File: config.mk
export PLATFORM = sky130hd
export DESIGN_NAME = mem_port_arbiter
export DESIGN_NICKNAME = d
export VERILOG_FILES = /design/src/rtl/mem_port_arbiter.sv
export SDC_FILE = /design/constraint.sdc
export NUM_CORES = 1
export LEC_CHECK = 0
export CORE_AREA = 2 2 106 108
export DETAILED_ROUTE_END_ITERATION = 7
export DIE_AREA = 0 0 108 110
export PLACE_DENSITY = 0.9
export SYNTH_ARGS = -nofsm -noshare
export SYNTH_HDL_FRONTEND = slang
export SYNTH_SLANG_ARGS = --single-unit
export TNS_END_PERCENT = 5
File: constraint.sdc
create_clock -name clk -period 2.18 [get_ports clk]
set_input_delay 0.436 -clock clk [delete_from_list [all_inputs] [get_ports clk]]
set_output_delay 0.436 -clock clk [all_outputs]
set_load 0.005 [all_outputs]
File: src/rtl/mem_port_arbiter.sv
// ============================================================================
// mem_port_arbiter
//   Shares one single-port memory between instruction fetch and load/store.
//   Revision: 1.0
// ============================================================================
`timescale 1ns/1ps
`default_nettype none

module mem_port_arbiter #(
  parameter int ADDR_W        = 32,
  parameter int DATA_W        = 32,
  parameter int IF_STARVE_MAX = 4
) (
  input  logic                clk,
  input  logic                rst,
  input  logic                if_req,
  input  logic [ADDR_W-1:0]   if_addr,
  input  logic                if_flush,
  output logic                if_valid,
  output logic [DATA_W-1:0]   if_rdata,
  output logic                if_stall,
  input  logic                d_req,
  input  logic                d_we,
  input  logic [ADDR_W-1:0]   d_addr,
  input  logic [DATA_W-1:0]   d_wdata,
  input  logic [DATA_W/8-1:0] d_wstrb,
  output logic                d_valid,
  output logic [DATA_W-1:0]   d_rdata,
  output logic                d_stall,
  output logic                m_req,
  output logic                m_we,
  output logic [ADDR_W-1:0]   m_addr,
  output logic [DATA_W-1:0]   m_wdata,
  output logic [DATA_W/8-1:0] m_wstrb,
  input  logic                m_done,
  input  logic [DATA_W-1:0]   m_rdata
);

  localparam int CW = (IF_STARVE_MAX < 1) ? 1 : $clog2(IF_STARVE_MAX + 1);
  localparam logic [CW-1:0] c_STARVE_MAX = CW'(IF_STARVE_MAX);

  localparam logic [1:0] c_IDLE   = 2'd0;
  localparam logic [1:0] c_BUSY_I = 2'd1;
  localparam logic [1:0] c_BUSY_D = 2'd2;

  logic [1:0]          r_state;
  logic                r_m_req;
  logic                r_m_we;
  logic [ADDR_W-1:0]   r_m_addr;
  logic [DATA_W-1:0]   r_m_wdata;
  logic [DATA_W/8-1:0] r_m_wstrb;
  logic [CW-1:0]       r_starve_cnt;
  logic                r_discard;

  logic w_if_pend;
  logic w_force_i;
  logic w_grant_d;
  logic w_grant_i;

  assign w_if_pend = if_req & ~if_flush;
  // Once the fetch has lost IF_STARVE_MAX times in a row it takes the port.
  assign w_force_i = w_if_pend && (IF_STARVE_MAX != 0) && (r_starve_cnt >= c_STARVE_MAX);
  assign w_grant_d = (r_state == c_IDLE) && d_req && !w_force_i;
  assign w_grant_i = (r_state == c_IDLE) && !w_grant_d && w_if_pend;

  always_ff @(posedge clk) begin
    if (rst) begin
      r_state      <= c_IDLE;
      r_m_req      <= 1'b0;
      r_m_we       <= 1'b0;
      r_m_addr     <= '0;
      r_m_wdata    <= '0;
      r_m_wstrb    <= '0;
      r_starve_cnt <= '0;
      r_discard    <= 1'b0;
    end else begin
      case (r_state)
        c_IDLE: begin
          if (w_grant_d) begin
            r_state   <= c_BUSY_D;
            r_m_req   <= 1'b1;
            r_m_we    <= d_we;
            r_m_addr  <= d_addr;
            r_m_wdata <= d_wdata;
            r_m_wstrb <= d_wstrb;
            if (!w_if_pend)
              r_starve_cnt <= '0;
            else if (r_starve_cnt != c_STARVE_MAX)
              r_starve_cnt <= r_starve_cnt + CW'(1);
          end else if (w_grant_i) begin
            r_state      <= c_BUSY_I;
            r_m_req      <= 1'b1;
            r_m_we       <= 1'b0;
            r_m_addr     <= if_addr;
            r_m_wdata    <= '0;
            r_m_wstrb    <= '0;
            r_starve_cnt <= '0;
          end
        end
        c_BUSY_I, c_BUSY_D: begin
          if (m_done) begin
            r_state   <= c_IDLE;
            r_m_req   <= 1'b0;
            r_m_we    <= 1'b0;
            r_discard <= 1'b0;
          end else if ((r_state == c_BUSY_I) && if_flush) begin
            r_discard <= 1'b1;
          end
        end
        default: r_state <= c_IDLE;
      endcase
    end
  end

  assign m_req   = r_m_req;
  assign m_we    = r_m_we;
  assign m_addr  = r_m_addr;
  assign m_wdata = r_m_wdata;
  assign m_wstrb = r_m_wstrb;

  assign if_valid = ~rst & m_done & (r_state == c_BUSY_I) & ~r_discard & ~if_flush;
  assign d_valid  = ~rst & m_done & (r_state == c_BUSY_D);
  assign if_rdata = m_rdata;
  assign d_rdata  = m_rdata;
  assign if_stall = ~rst & if_req & ~if_valid & ~if_flush;
  assign d_stall  = ~rst & d_req & ~d_valid;

endmodule

`default_nettype wire

=== After elaboration in Yosys (flattened, before gate mapping) ===
Cells that the tools add are included.
W data, S select, Z words.

* Add/sub/neg operators: 1
* Reduce and logical (&&, ||, !) cells: 18
* Eq/ne operators: 6
* Multiplexer cells: 23
* Magnitude comparators: 1
* Bitwise gates (word level): 16

{| class="wikitable"
|+ Operators with widths
! cell !! count
|-
| $mux W32 || 4
|-
| $mux W3 || 4
|-
| $and A1 B1 Y1 || 11
|-
| $mux W4 || 2
|-
| $mux W1 || 7
|-
| $logic_and A1 B1 Y1 || 6
|-
| $mux W2 || 3
|-
| $ne A3 B3 Y1 const B || 2
|-
| $reduce_and A2 Y1 || 3
|-
| $reduce_and A3 Y1 || 2
|-
| $reduce_bool A2 Y1 || 3
|-
| $not A1 Y1 || 5
|-
| $pmux W1 S2 || 2
|-
| $pmux W2 S2 || 1
|-
| $add A3 B1 Y3 const B || 1
|-
| $ge A3 B3 Y1 const B || 1
|-
| $ne A3 B2 Y1 const B || 1
|-
| $eq A2 B1 Y1 const B || 1
|-
| $eq A2 B2 Y1 const B || 1
|-
| $logic_not A1 Y1 || 2
|-
| $logic_not A2 Y1 || 1
|-
| $ne A2 B2 Y1 const B || 1
|-
| $reduce_or A2 Y1 || 1
|}

* Logic and storage cells: 73
* Register bits after elaboration: 76
* Output and inout bits: 138
* Input bits: 139

=== Depth between registers and ports, before layout ===
* Depth in word-level cells: 11
* Depth in mapped cells: 8
* Mapped depth without buffers: 6

=== Worst setup path before layout ===
OpenSTA, ideal clock, no wires.

* Path type: input to output
* Start: input port rst
* End: output port if_valid
* Stages: 3
* Buffers on the path: 1
* Data arrival time: 1.054 ns
* Slack: 0.690 ns
* Required time: 1.744 ns
* Path through: clkbuf_1 -> nand2b_1 -> nor4b_1

* Cells in the longest elaborated chain, start to end: 5

{| class="wikitable"
|+ Ends and longest elaborated chain
! what !! RTL line !! text
|-
| start: declaration || 15 || <nowiki>input logic rst,</nowiki>
|-
| $not A1 Y1 || 121 || <nowiki>assign if_valid = ~rst & m_done & (r_state == c_BUSY_I) & ~r_discard & ~if_flush;</nowiki>
|-
| $and A1 B1 Y1 (4 in a row) || 121 ||
|-
| end: declaration || 19 || <nowiki>output logic if_valid,</nowiki>
|}

No other way between the ends.

=== Final worst setup path ===
* Start: input port m_done
* End: output port d_valid

* Cells in the longest elaborated chain, start to end: 2

{| class="wikitable"
|+ Ends and longest elaborated chain
! what !! RTL line !! text
|-
| start: declaration || 35 || <nowiki>input logic m_done,</nowiki>
|-
| $and A1 B1 Y1 (2 in a row) || 122 || <nowiki>assign d_valid = ~rst & m_done & (r_state == c_BUSY_D);</nowiki>
|-
| end: declaration || 27 || <nowiki>output logic d_valid,</nowiki>
|}

No other way between the ends.

==> qor.csv <==
stage,metric,value,unit
logic_synthesis,syn_avg_cell_area,8.55,um2
worst_hold_path,min_path_type,reg -> reg,
setup_path,ff2ff_path_depth,7,
global_route,grt_usage,17.9,%
sta,worstMarginPinSlew,479,ps
global_route,grt_pass1_vias,3434,
setup_path,start_kind,primary input,
global_route,overflow,0,
cts,cts_post_setup_buffers_inserted,0,
cells_and_area,post-route-util,49.8,%
logic_synthesis,syn_nets,562,
drt,routed_wirelength,10.8,mm
placed_design,finalWeightedCongestion,0.725,
sta,slew_headroom,68.1,%
setup_path,cpPeakStageDelay,540,ps
sta,layout_min_cycle_time,2120,ps
cts,cts_tree,built,
cts,root_buffer,clkbuf_8,
die,initial_core_util,33.4,%
drt,ant_nets,0,
placed_design,placed_area,5140,um2
sta,skew,11.4,ps
cells_and_area,multi_input_area,1430,um2
setup_path,crit_fanout,2,
placed_design,dp_worst_setup_slack,-133,ps
cts,cts_max_path_buffers,2,
sta,rsz0062_at_grt,no,
setup_path,rr_endpoint,m_addr[3],
global_route,antenna_found_initial,0,
cells_and_area,nets,676,
placed_design,post-dp-hpwl,8.00,mm
setup_path,cp-end-kind,output pin,
sta,setup_viol,0,
cts,cts_buffers,9,
setup_path,rr_startpoint,r_state[0],
cells_and_area,syn2layout_area_growth,49.2,%
setup_path,worstSetupPathType,in -> out,
setup_path,worst-path-stages,4,
die,num_rows,38,
cells_and_area,drive_gt1_share,9.12,%
die,num_io_pins,277,
power,p_leak,2.05,nW
setup_path,cp_top_family,buffers and inverters,
power,power.density,770,nW/um2
drt,vias,3379,
sta,finalSetupTns,0,ps
cts,clk_latency,340,ps
cells_and_area,fillers,997,
cts,htree_levels,3,
cts,cts_sinks,76,
sta,fin_ws,58.9,ps
drt,drc,0,
outcome,status,"finished, final reports clean",
global_route,grt_max_degree,56,
setup_path,critical_path_arrival,1690,ps
logic_synthesis,netlist_area,3570,um2
setup_path,crit_slowest_cell,clkdlybuf4s50_1,
logic_synthesis,ys_ff_latch,76,
setup_path,r2r_slack,320,ps
drt,vias_per_cell,4.99,
logic_synthesis,yosysWarnings,0,
logic_synthesis,synth_flop_cell,dfxtp_1,
cells_and_area,design_area,5330,um2
die,dieArea,11900,um2
setup_path,crit_top_cell,clkdlybuf4s50_1,
die,die_x,108,um
logic_synthesis,synth_edf_count,0,
logic_synthesis,yosysUniqueCellTypes,29,
cells_and_area,final-seq-area,1520,um2
drt,drt_iter0_drc,200,
logic_synthesis,synth_cells,418,
die,chipHeight,110,um
cells_and_area,n_antenna_cell,0,
global_route,grt_pass1_wl,16.7,mm
sta,fmax,471,MHz
power,ir_drop,0.337,mV
die,core_area,10700,um2
setup_path,crit_buf_inv,2,
power,total_power,4.10,mW
placed_design,io_buffer_count,180,
logic_synthesis,synthArstFlopShare,0,%
setup_path,path_cells,"clkdlybuf4s50_1, nand2b_1, nor2_1, clkdlybuf4s50_1",
logic_synthesis,ys_seq_area_share,42.6,%
sta,hold_violations,0,
drt,drt_pass1_iterations,4,
cts,cts_hold_buffers,0,
setup_path,crit_path_end,d_valid,
drt,wl_per_cell,15.9,um
setup_path,worstPathRequired,1740,ps
sta,slew_violations,0,
job,drv_cap,0,
setup_path,cp-startpoint,m_done,
cts,clkTransAtPathRegs,80,ps
sta,post-route-period-util,97.3,%
-- cell usage after synthesis (4+ instances only) --
cell	count	area, um2
dfxtp_1	76	1520
nor2_1	76	285
buf_4	65	488
a22oi_1	39	293
nand2_1	33	124
a21oi_1	31	155
a211oi_1	18	135
buf_2	15	75.1
a211oi_2	13	163
clkbuf_1	13	48.8
inv_1	8	30.0
ha_1	5	62.6
nand2b_1	4	25.0
-- worst min-delay path, stage by stage, from the launching register on --
cell     delay, ps
dfxtp_1        340
a32oi_1         60
nor2_1          70
-- per-stage QoR --
step / instances / hold WS, ps
floorplan: 418 / 467
global placement: 661 / 476
detailed placement: 661 / 480
CTS: 677 / 497
global route: 677 / 523
finish: 677 / 493
-- repair_timing --
action / 4_1_cts / 5_1_grt
hold endpoints to repair: 0 / 0
resized for setup: 3 / 0
setup endpoints to repair: 3 / 0
-- power by group --
group / leakage (nW) / total (mW) / internal [mW] / switching, mW
sequential: 0.626 / 1.66 / 1.57 / 0.0962
combinational: 1.33 / 1.38 / 0.756 / 0.620
clock: 0.100 / 1.06 / 0.560 / 0.503
total: 2.05 / 4.10 / 2.88 / 1.22
-- placed cells by master (no fill, tap or decap), types with 3 or more instances in the layout --
cell,synthesis,routed
nand2_1,33,33
a211oi_1,18,18
nand2b_1,4,4
a21oi_1,31,31
clkdlybuf4s50_1,0,176
inv_1,8,8
dfxtp_1,76,76
a22oi_1,39,39
a211oi_2,13,13
dlygate4sd2_1,0,3
clkbuf_8,0,10
nand3_1,3,3
nor2_1,76,76
buf_4,65,12
buf_12,0,5
ha_1,5,5
-- layer usage --
layer,vias to the layer above,wire length (um),GRT usage (%)
li1,1594,-,-
met1,1582,3990,18.2
met2,188,5540,33.6
met3,15,1080,6.23
met4,0,163,6.96
met5,-,0,0
-- registers in the layout, indices dropped and copies added (netlist names) --
| signal | cells |
|---|---|
| m_req | 1 |
| m_we | 1 |
| m_wstrb | 4 |
| m_addr | 32 |
| r_discard | 1 |
| r_starve_cnt | 3 |
| r_state | 2 |
| m_wdata | 32 |
-- logic make-up after synthesis --
logic type,after synthesis,synth area share [%]
AND/OR/NAND/NOR,121,13.6
AO/OA/AOI/OAI,112,23.4
buffers and inverters,102,18.1
flip-flops,76,42.6
adder cells (fa/ha/maj),5,1.75
multiplexers,2,0.560
-- how the worst min path moves through the flow --
stage               startpoint    endpoint  slack (ps)  cells after the start
global route        m_addr[23]  m_addr[23]         520                      2
detailed placement        m_we        m_we         480                      2
finish                    m_we        m_we         490                      2
CTS                       m_we        m_we         500                      2
floorplan            r_discard   r_discard         470                      2
global placement          m_we        m_we         480                      2
-- cell type report --
class                           count  share of cell area (%)
Clock buffer                       12                    2.72
Clock inverter                      4                   0.915
Inverter                            8                   0.563
Multi-Input combinational cell    240                    26.8
Sequential cell                    76                    28.5
Tap cell                          140                    3.29
Timing Repair Buffer              197                    37.2
(Power assumes the default switching activity.)
